--- src/rtl/axis_interleaved_accumulator_pkg.sv ---
// Shared helpers for the interleaved accumulator: output width, sample extension, rounding bias.
// Macro AXIS_INTERLEAVED_ACCUMULATOR_ROUNDING_EN selects round-half-up averaging instead of floor.
package axis_interleaved_accumulator_pkg;

  function automatic int out_width(input int average, input int data_width, input int acc_count_log);
    return (average != 0) ? data_width : data_width + acc_count_log;
  endfunction

  // Fill bit used when widening a sample into the accumulator.
  function automatic logic ext_fill(input int is_signed, input logic msb);
    return (is_signed != 0) ? msb : 1'b0;
  endfunction

`ifdef AXIS_INTERLEAVED_ACCUMULATOR_ROUNDING_EN
  localparam bit ROUNDING_EN = 1'b1;
`else
  localparam bit ROUNDING_EN = 1'b0;
`endif

  function automatic int round_bias(input int acc_count_log);
    return ROUNDING_EN ? (1 << (acc_count_log - 1)) : 0;
  endfunction

endpackage

--- src/rtl/axis_channel_slot_buffer.sv ---
// Per-channel result slots drained in channel order onto an AXIS output
// with channel index and last-channel tagging.
module axis_channel_slot_buffer #(
  parameter int CHANNELS     = 4,
  parameter int CHANNELS_LOG = 2,
  parameter int OUT_WIDTH    = 24
) (
  input  logic                    clk,
  input  logic                    rst,
  input  logic                    wr_en,
  input  logic [CHANNELS_LOG-1:0] wr_channel,
  input  logic [OUT_WIDTH-1:0]    wr_data,
  output logic [CHANNELS-1:0]     slot_full,
  output logic                    output_valid,
  input  logic                    output_ready,
  output logic [OUT_WIDTH-1:0]    output_data,
  output logic [CHANNELS_LOG-1:0] output_channel,
  output logic                    output_last
);

  localparam logic [CHANNELS_LOG-1:0] LAST_CH = CHANNELS_LOG'(CHANNELS - 1);

  logic [CHANNELS_LOG-1:0] rd_ptr_reg;
  logic [OUT_WIDTH-1:0]    slot_data [CHANNELS];
  logic                    out_fire;

  assign out_fire = output_valid && output_ready;

  for (genvar gi = 0; gi < CHANNELS; gi++) begin : g_slot
    logic                 full_reg;
    logic [OUT_WIDTH-1:0] data_reg;

    // A write never targets the slot being drained: the producer stalls on a full slot.
    always_ff @(posedge clk) begin
      if (rst) begin
        full_reg <= 1'b0;
        data_reg <= '0;
      end else if (wr_en && (wr_channel == CHANNELS_LOG'(gi))) begin
        full_reg <= 1'b1;
        data_reg <= wr_data;
      end else if (out_fire && (rd_ptr_reg == CHANNELS_LOG'(gi))) begin
        full_reg <= 1'b0;
      end
    end

    assign slot_full[gi] = full_reg;
    assign slot_data[gi] = data_reg;
  end

  always_ff @(posedge clk) begin
    if (rst) begin
      rd_ptr_reg <= '0;
    end else if (out_fire) begin
      rd_ptr_reg <= (rd_ptr_reg == LAST_CH) ? '0 : rd_ptr_reg + CHANNELS_LOG'(1);
    end
  end

  assign output_valid   = slot_full[rd_ptr_reg];
  assign output_data    = slot_data[rd_ptr_reg];
  assign output_channel = rd_ptr_reg;
  assign output_last    = (rd_ptr_reg == LAST_CH);

endmodule

--- src/rtl/axis_interleaved_accumulator.sv ---
// Channel-interleaved AXIS accumulator/averager: 2^ACC_COUNT_LOG samples per channel per block.
// Averaging rounds half-up when AXIS_INTERLEAVED_ACCUMULATOR_ROUNDING_EN is defined.
module axis_interleaved_accumulator
  import axis_interleaved_accumulator_pkg::*;
#(
  parameter int DATA_WIDTH    = 16,
  parameter int CHANNELS      = 4,
  parameter int CHANNELS_LOG  = 2,
  parameter int ACC_COUNT_LOG = 8,
  parameter int IS_SIGNED     = 0,
  parameter int AVERAGE       = 0,
  localparam int OUT_WIDTH    = out_width(AVERAGE, DATA_WIDTH, ACC_COUNT_LOG)
) (
  input  logic                    clk,
  input  logic                    rst,
  input  logic                    input_valid,
  output logic                    input_ready,
  input  logic [DATA_WIDTH-1:0]   input_data,
  output logic                    output_valid,
  input  logic                    output_ready,
  output logic [OUT_WIDTH-1:0]    output_data,
  output logic [CHANNELS_LOG-1:0] output_channel,
  output logic                    output_last
);

  localparam int ACC_W = DATA_WIDTH + ACC_COUNT_LOG;
  localparam logic [CHANNELS_LOG-1:0] LAST_CH = CHANNELS_LOG'(CHANNELS - 1);

  logic [CHANNELS_LOG-1:0]  ch_cnt_reg;
  logic [ACC_COUNT_LOG-1:0] round_cnt_reg;
  logic [ACC_W-1:0]         acc_vec [CHANNELS];
  logic [CHANNELS-1:0]      slot_full;
  logic                     final_round;
  logic                     in_fire;
  logic [ACC_W-1:0]         sample_ext;
  logic [ACC_W-1:0]         acc_sum;
  logic [OUT_WIDTH-1:0]     result;

  assign final_round = &round_cnt_reg;
  assign input_ready = !rst && !(final_round && slot_full[ch_cnt_reg]);
  assign in_fire     = input_valid && input_ready;
  assign sample_ext  = {{ACC_COUNT_LOG{ext_fill(IS_SIGNED, input_data[DATA_WIDTH-1])}}, input_data};
  assign acc_sum     = acc_vec[ch_cnt_reg] + sample_ext;

  // The biased sum cannot overflow ACC_W, so keeping the upper DATA_WIDTH bits is
  // the same as an arithmetic/logical shift followed by truncation.
  if (AVERAGE != 0) begin : g_avg
    localparam logic [ACC_W-1:0] BIAS = ACC_W'(round_bias(ACC_COUNT_LOG));
    logic [ACC_W-1:0] acc_biased;
    assign acc_biased = acc_sum + BIAS;
    assign result     = OUT_WIDTH'(acc_biased >> ACC_COUNT_LOG);
  end else begin : g_sum
    assign result = acc_sum;
  end

  always_ff @(posedge clk) begin
    if (rst) begin
      ch_cnt_reg    <= '0;
      round_cnt_reg <= '0;
    end else if (in_fire) begin
      if (ch_cnt_reg == LAST_CH) begin
        ch_cnt_reg    <= '0;
        round_cnt_reg <= round_cnt_reg + ACC_COUNT_LOG'(1);
      end else begin
        ch_cnt_reg <= ch_cnt_reg + CHANNELS_LOG'(1);
      end
    end
  end

  for (genvar gi = 0; gi < CHANNELS; gi++) begin : g_acc
    logic [ACC_W-1:0] acc_reg;

    always_ff @(posedge clk) begin
      if (rst) begin
        acc_reg <= '0;
      end else if (in_fire && (ch_cnt_reg == CHANNELS_LOG'(gi))) begin
        acc_reg <= final_round ? '0 : acc_sum;
      end
    end

    assign acc_vec[gi] = acc_reg;
  end

  axis_channel_slot_buffer #(
    .CHANNELS     (CHANNELS),
    .CHANNELS_LOG (CHANNELS_LOG),
    .OUT_WIDTH    (OUT_WIDTH)
  ) u_slots (
    .clk            (clk),
    .rst            (rst),
    .wr_en          (in_fire && final_round),
    .wr_channel     (ch_cnt_reg),
    .wr_data        (result),
    .slot_full      (slot_full),
    .output_valid   (output_valid),
    .output_ready   (output_ready),
    .output_data    (output_data),
    .output_channel (output_channel),
    .output_last    (output_last)
  );

endmodule

--- config.mk ---
export PLATFORM = sky130hd
export DESIGN_NAME = axis_interleaved_accumulator
export DESIGN_NICKNAME = d
export VERILOG_FILES = /design/src/rtl/axis_interleaved_accumulator_pkg.sv /design/src/rtl/axis_channel_slot_buffer.sv /design/src/rtl/axis_interleaved_accumulator.sv
export SDC_FILE = /design/constraint.sdc
export NUM_CORES = 1
export LEC_CHECK = 0
export CAP_MARGIN = 20
export CORE_AREA = 2 2 150 152
export CTS_CLUSTER_DIAMETER = 50
export DETAILED_ROUTE_END_ITERATION = 10
export DIE_AREA = 0 0 152 154
export GPL_TIMING_DRIVEN = 0
export SLEW_MARGIN = 20
export SYNTH_ARGS = -nofsm -noshare
export SYNTH_HDL_FRONTEND = slang
export SYNTH_HIERARCHICAL = 1
export SYNTH_SLANG_ARGS = --single-unit
--- constraint.sdc ---
create_clock -name clk -period 3.54 [get_ports clk]
set_input_delay 0.531 -clock clk [delete_from_list [all_inputs] [get_ports clk]]
set_output_delay 0.531 -clock clk [all_outputs]
set_load 0.05 [all_outputs]
Word-level counts from Yosys, hierarchy flattened:

Index checks and enable logic that the tools add are counted.

* register bits after elaboration: 208
* output and inout port bits: 29
* word-level logic and storage cells: 79

* mux-type cells: 21
* reduce and logical (&&, ||, !) cells: 27
* equality and inequality tests: 6
* add/subtract/negate cells: 4
* order comparisons: 4
* bitwise gates (word level): 2

Operators by type and width (number)
* $mux W24: 5
* $bmux W24 S2: 2
* $add A24 B16 Y24: 1
* $logic_and A1 B1 Y1: 17
* $mux W1: 10
* $add A8 B1 Y8 const B: 1
* $eq A2 B2 Y1 const B: 4
* $reduce_and A8 Y1: 1
* $reduce_bool A2 Y1: 4
* $ge A3 B3 Y1 const B: 2
* $lt A2 B3 Y1 const B: 2
* $not A2 Y3: 2
* $add A2 B1 Y2 const B: 2
* $bmux W1 S2: 2
* $eq A2 B1 Y1 const B: 2
* $logic_not A2 Y1: 2
* $mux W2: 2
* $logic_not A1 Y1: 2
* $reduce_and A2 Y1: 1

Depth between registers and ports, before layout:

* depth in word-level cells: 9
* gate-level depth with buffers: 15
* gate-level depth less buffers: 12

Modules after synthesis:

The synthesis kept the hierarchy.

Modules (own cells, without submodules)
* axis_interleaved_accumulator: seq. area each 2122.0 sq um, instances 1, area an instance 5355.1 sq um, cells an instance 589
* axis_channel_slot_buffer: seq. area each 2042.0 sq um, instances 1, area an instance 4342.9 sq um, cells an instance 494

Worst setup path after synthesis:

No wires, ideal clock.

* kind: reg-to-reg
* start point: reg ch_cnt_reg[1]
* end point: reg u_slots.g_slot[0].data_reg[22]
* period minus slack after synthesis: 3.884 ns
* required time: 3.408 ns
* cell stages (with the launch flop): 16
* data arrival time: 3.752 ns
* slack: -0.344 ns
* library setup time: 0.132 ns
* cell sequence: dfxtp_1 buf_4 buf_2 buf_2 mux4_2 ha_1 fa_1 a21o_1 a221oi_2 o2bb2ai_1 a31o_2 nand2_1 xor2_2 inv_1 nand2_1 a21oi_1

* elaborated cells between the ends (all ways): 14
* those cells by class: add/sub (1); mux (5); bitwise (1); reduce/logical (7)

RTL lines
* start, declared: line axis_interleaved_accumulator.sv:29 `logic [CHANNELS_LOG-1:0] ch_cnt_reg;`
* start signal, assigned: line axis_interleaved_accumulator.sv:65 `ch_cnt_reg <= ch_cnt_reg + CHANNELS_LOG'(1);`
* $not A2 Y3 (not written as such): line axis_interleaved_accumulator.sv:43 `assign acc_sum = acc_vec[ch_cnt_reg] + sample_ext;`
* $bmux W24 S2: line axis_interleaved_accumulator.sv:43
* $mux W24 (not written as such) (2 in series): line axis_interleaved_accumulator.sv:43
* $add A24 B16 Y24: line axis_interleaved_accumulator.sv:43
* net acc_sum[22]: line axis_interleaved_accumulator.sv:36 `logic [ACC_W-1:0] acc_sum;`
* end signal, assigned: line axis_channel_slot_buffer.sv:40 `data_reg <= wr_data;`
* end, declared: line axis_channel_slot_buffer.sv:31 `logic [OUT_WIDTH-1:0] data_reg;`

The timed path passes the listed nets, and every way through them passes these cells. The select of a mux whose other input is x is not followed.
A chain may end at the register's enable or synchronous reset.

Worst setup path in the final report:

* start point: reg ch_cnt_reg[1]
* end point: reg g_acc[0].acc_reg[12]

* elaborated cells between the ends (all ways): 14
* those cells by class: add/sub (1); mux (6); bitwise (1); reduce/logical (6)

RTL lines
* $not A2 Y3 (not written as such): line axis_interleaved_accumulator.sv:43
* $bmux W24 S2: line axis_interleaved_accumulator.sv:43
* $mux W24 (not written as such) (2 in series): line axis_interleaved_accumulator.sv:43
* $add A24 B16 Y24: line axis_interleaved_accumulator.sv:43
* net acc_sum[12]: line axis_interleaved_accumulator.sv:36
* $mux W24: line axis_interleaved_accumulator.sv:77 `acc_reg <= final_round ? '0 : acc_sum;`
* end signal, assigned: line axis_interleaved_accumulator.sv:77
* end, declared: line axis_interleaved_accumulator.sv:71 `logic [ACC_W-1:0] acc_reg;`

The timed path passes the listed nets, and every way through them passes these cells. The select of a mux whose other input is x is not followed.

==> impl_results.md <==
* Status: complete, no violations
* Yosys warning count at 6
* Slew Viols, Final at 0
* Layout cells sized above 1 at 19.44%
* First-pass GRT wire length at 45750 um
* DR iter-0 viols at 534
* Req. time, crit path at 4.00 ns
* Critical path's top delay family: compound AO/OA/AOI/OAI gates
* Total of max-cap violations at 0
* DRC at 0
* Crit end category: flop
* WP data arrival at 3.90 ns
* Via count at 8377
* CTS Buf Count at 26
* R2R Path Start: ch_cnt_reg[1]
* # rows at 54
* Crit-path max FO at 8
* H-tree depth at 1
* Top cell type's share of synthesized area at 42.94%
* First drt pass iteration count at 5
* Ordered list of cells on the worst path: buf_12 > buf_12 > buf_4 > mux4_2 > ha_2 > nand2_1 > o21ai_0 > o2bb2ai_4 > nor2_1 > xnor2_2 > a32oi_1 > nor2_1
* Clk Latency, worst-skew pair at 0.53 ns
* Clk slew on worst S/H paths at 0.06 ns
* Mean routed wirelength per cell at 20.04 um
* Unique masters post-synth at 66
* Area growth, synth to finish at 24.49%
* Initial antenna violation count at 0
* Met1 Wirelength at 13210 um
* # nets final at 1238
* Syn nets at 1129
* Hold Path Class: reg2reg
* Post-synth top area cell: dfxtp_1
* Endpoints failing hold at 0
* Avg Cell Area, Syn at 8.955 um^2
* Initial Util at 44.72%
* Post-synthesis adder-cell area fraction at 3.432%
* Top_reg_cell synth: dfxtp_1
* Met2 routed WL at 14090 um
* Least-Margin Pin Slew at 0.9785 ns
* Die W at 152 um
* Core Area at 0.02169 mm^2
* Gr usage total at 24.84%
* Tcrit/Tclk final at 97.12%
* Post-synthesis mux area share at 11.90%
* Largest net degree at the start of global routing at 13
* Height of the chip at 154 um
* Setup crit start kind: flop
* CTS Sinks at 208
* Slowest cell delay on critical path at 0.52 ns
* Post-Route WL at 29840 um
* Antenna Cells at 0
* Register area share after synthesis at 42.94%
* Slew HR at 34.53%
* Root Driver: clkbuf_16
* Mapped cell area at 0.009698 mm^2
* Pwr/cell area at 496.1 mW/mm^2
* Crit path launch: ch_cnt_reg[1]
* Setup violators final at 0
* Main combinational cell family by area after synthesis: simple AND/OR/NAND/NOR gates
* EDFF count, synth at 0
* Max clock buf depth at 3
* Worst IR drop on VDD at 0.3681 mV
* P_leak at 0.004339 uW
* Critical Path Slowest Stage Cell: o21ai_0
* Fmax at 290.9 MHz
* Top layer in use: met4
* Clk_skew at 0.01629 ns
* Post-Synth XOR/XNOR Area at 2.322%
* Number of global-route vias before repair at 8127
* DP Wirelength at 20090 um
* Setup TNS Final at 0 ns
* Synth Instances at 1083
* Antenna Nets Post-Route at 0
* Met3 routed WL at 1666 um
* Hold_sp: g_acc[0].acc_reg[22]
* Port Buf Inserts at 48
* Synth Area in Compound Gates at 16.18%
* # IOs at 49
* DR vias/cell at 5.626
* Total grt overflow at 0
* Gpl congestion at 0.8604
* Pwr Total at 5989 uW
* Kind of critical path: reg2reg
* Unrepaired setup endpoints after global routing: true
* Crit path buffers/inverters at 3
* Full die area at 0.02341 mm^2
* Fin crit period at 3.438 ns
* Post-synth ARST share at 0%
* Simple-gate portion of the synthesized area at 18.66%
* Area contributors post-synth: dfxtp_1 43%, nand2_1 11%, mux4_2 11%
* CTS tree: done
* Synthesized flop and latch total at 208
area by class of cell:
class,count,area (um^2)
plain buffers,72,437.9
clock buffers,36,759.5
multi-input cells,789,5386
inverters,11,41.29
well taps,280,350.3
flip-flops and latches,208,4169
fillers,1959,9615
clock inverters,9,157.7
repair buffers,84,770.7
synthesized netlist by cell type (3+ instances only):
cell type	number
xnor2_1	10
xor2_1	12
nor3_1	9
o21ai_1	7
nor2_2	3
and4_1	4
inv_1	11
nand3b_1	10
a31oi_1	3
and3_1	3
nand3_1	10
a22oi_1	5
a22o_1	24
o21a_1	4
a21oi_1	154
ha_1	25
nand2_1	295
nor2_1	63
and2_1	10
o211ai_1	3
a21o_1	7
mux4_2	49
nand2b_1	4
clkbuf_1	27
o21ai_0	27
buf_2	34
dfxtp_1	208
buf_4	7
a311oi_1	3
a32oi_1	4
buf_6	7
metrics by stage:
| stage | worst slack, ns | instance area (um^2) | cells | hold slack (ns) | util, % |
|---|---|---|---|---|---|
| 3_5_place_dp | -0.8363 | 10570 | 1411 | 0.4415 | 48.71 |
| 5_1_grt | -0.02579 | 12070 | 1489 | 0.4683 | 55.67 |
| 4_1_cts | 0.004049 | 11860 | 1475 | 0.4494 | 54.68 |
| 3_3_place_gp | -0.8270 | 10570 | 1411 | 0.4300 | 48.71 |
| 6_report | 0.1018 | 12070 | 1489 | 0.4476 | 55.67 |
| 2_1_floorplan | 0.0001137 | 9734 | 1083 | 0.4198 | - |
metal layers:
metal | up-vias | global-route usage (%)
li1 | 3991 | -
met3 | 60 | 3.918
met5 | - | 0
met1 | 4083 | 32.83
met2 | 243 | 41.98
met4 | 0 | 7.833
cells by family after synthesis:
family,Yosys count
xor gates and xnor gates,24
buffers and inverters,86
adders and majority gates,26
muxes,53
and+or+nand+nor,426
AOI/OAI and AO/OA,260
DFF,208
what timing repair did:
action | in CTS | in global routing
pin swaps | 12 | 22
resized for setup | 40 | 28
buffers inserted | 19 | 17
gates cloned | 0 | 0
endpoints found under the setup margin | 145 | 112
hold buffers | 0 | 0
layout by cell type (no fill, tap or decap), types with 9 or more instances in the layout:
cell             count
ha_1                19
o21ai_0             27
and2_1               9
nand3_1             10
nand3b_1            10
a21oi_1            150
buf_4               39
a22o_1              24
mux4_2              49
dfxtp_1            206
clkbuf_16           27
buf_2               32
nand2_1            292
clkdlybuf4s50_1     48
nor2_1              62
clkbuf_1            27
final timing paths:
| kind | endpoint | slack (ns) | depth (start not counted) |
|---|---|---|---|
| hold reg to reg | g_acc[0].acc_reg[22] | 0.45 | 2 |
| setup reg to reg | g_acc[0].acc_reg[12] | 0.10 | 12 |
| setup / recovery | g_acc[0].acc_reg[12] | 0.10 | 12 |
| hold / removal | g_acc[0].acc_reg[22] | 0.45 | 2 |
worst reg2reg max path, cell delays in order (launching register included):
cell and delay (ns):
dfxtp_4 0.37, buf_12 0.14, buf_12 0.13, buf_4 0.11, mux4_2 0.50, ha_2 0.40, nand2_1 0.10, o21ai_0 0.52
o2bb2ai_4 0.22, nor2_1 0.10, xnor2_2 0.46, a32oi_1 0.19, nor2_1 0.11
report_power, final:
group	switching (uW)	leakage (uW)	internal (uW)	total, uW
registers	23.0	0.00168	2380	2400
clock network	1020	0.000443	1780	2800
logic	477	0.00222	309	786
Note: power is estimated with default switching activity, not from simulation.
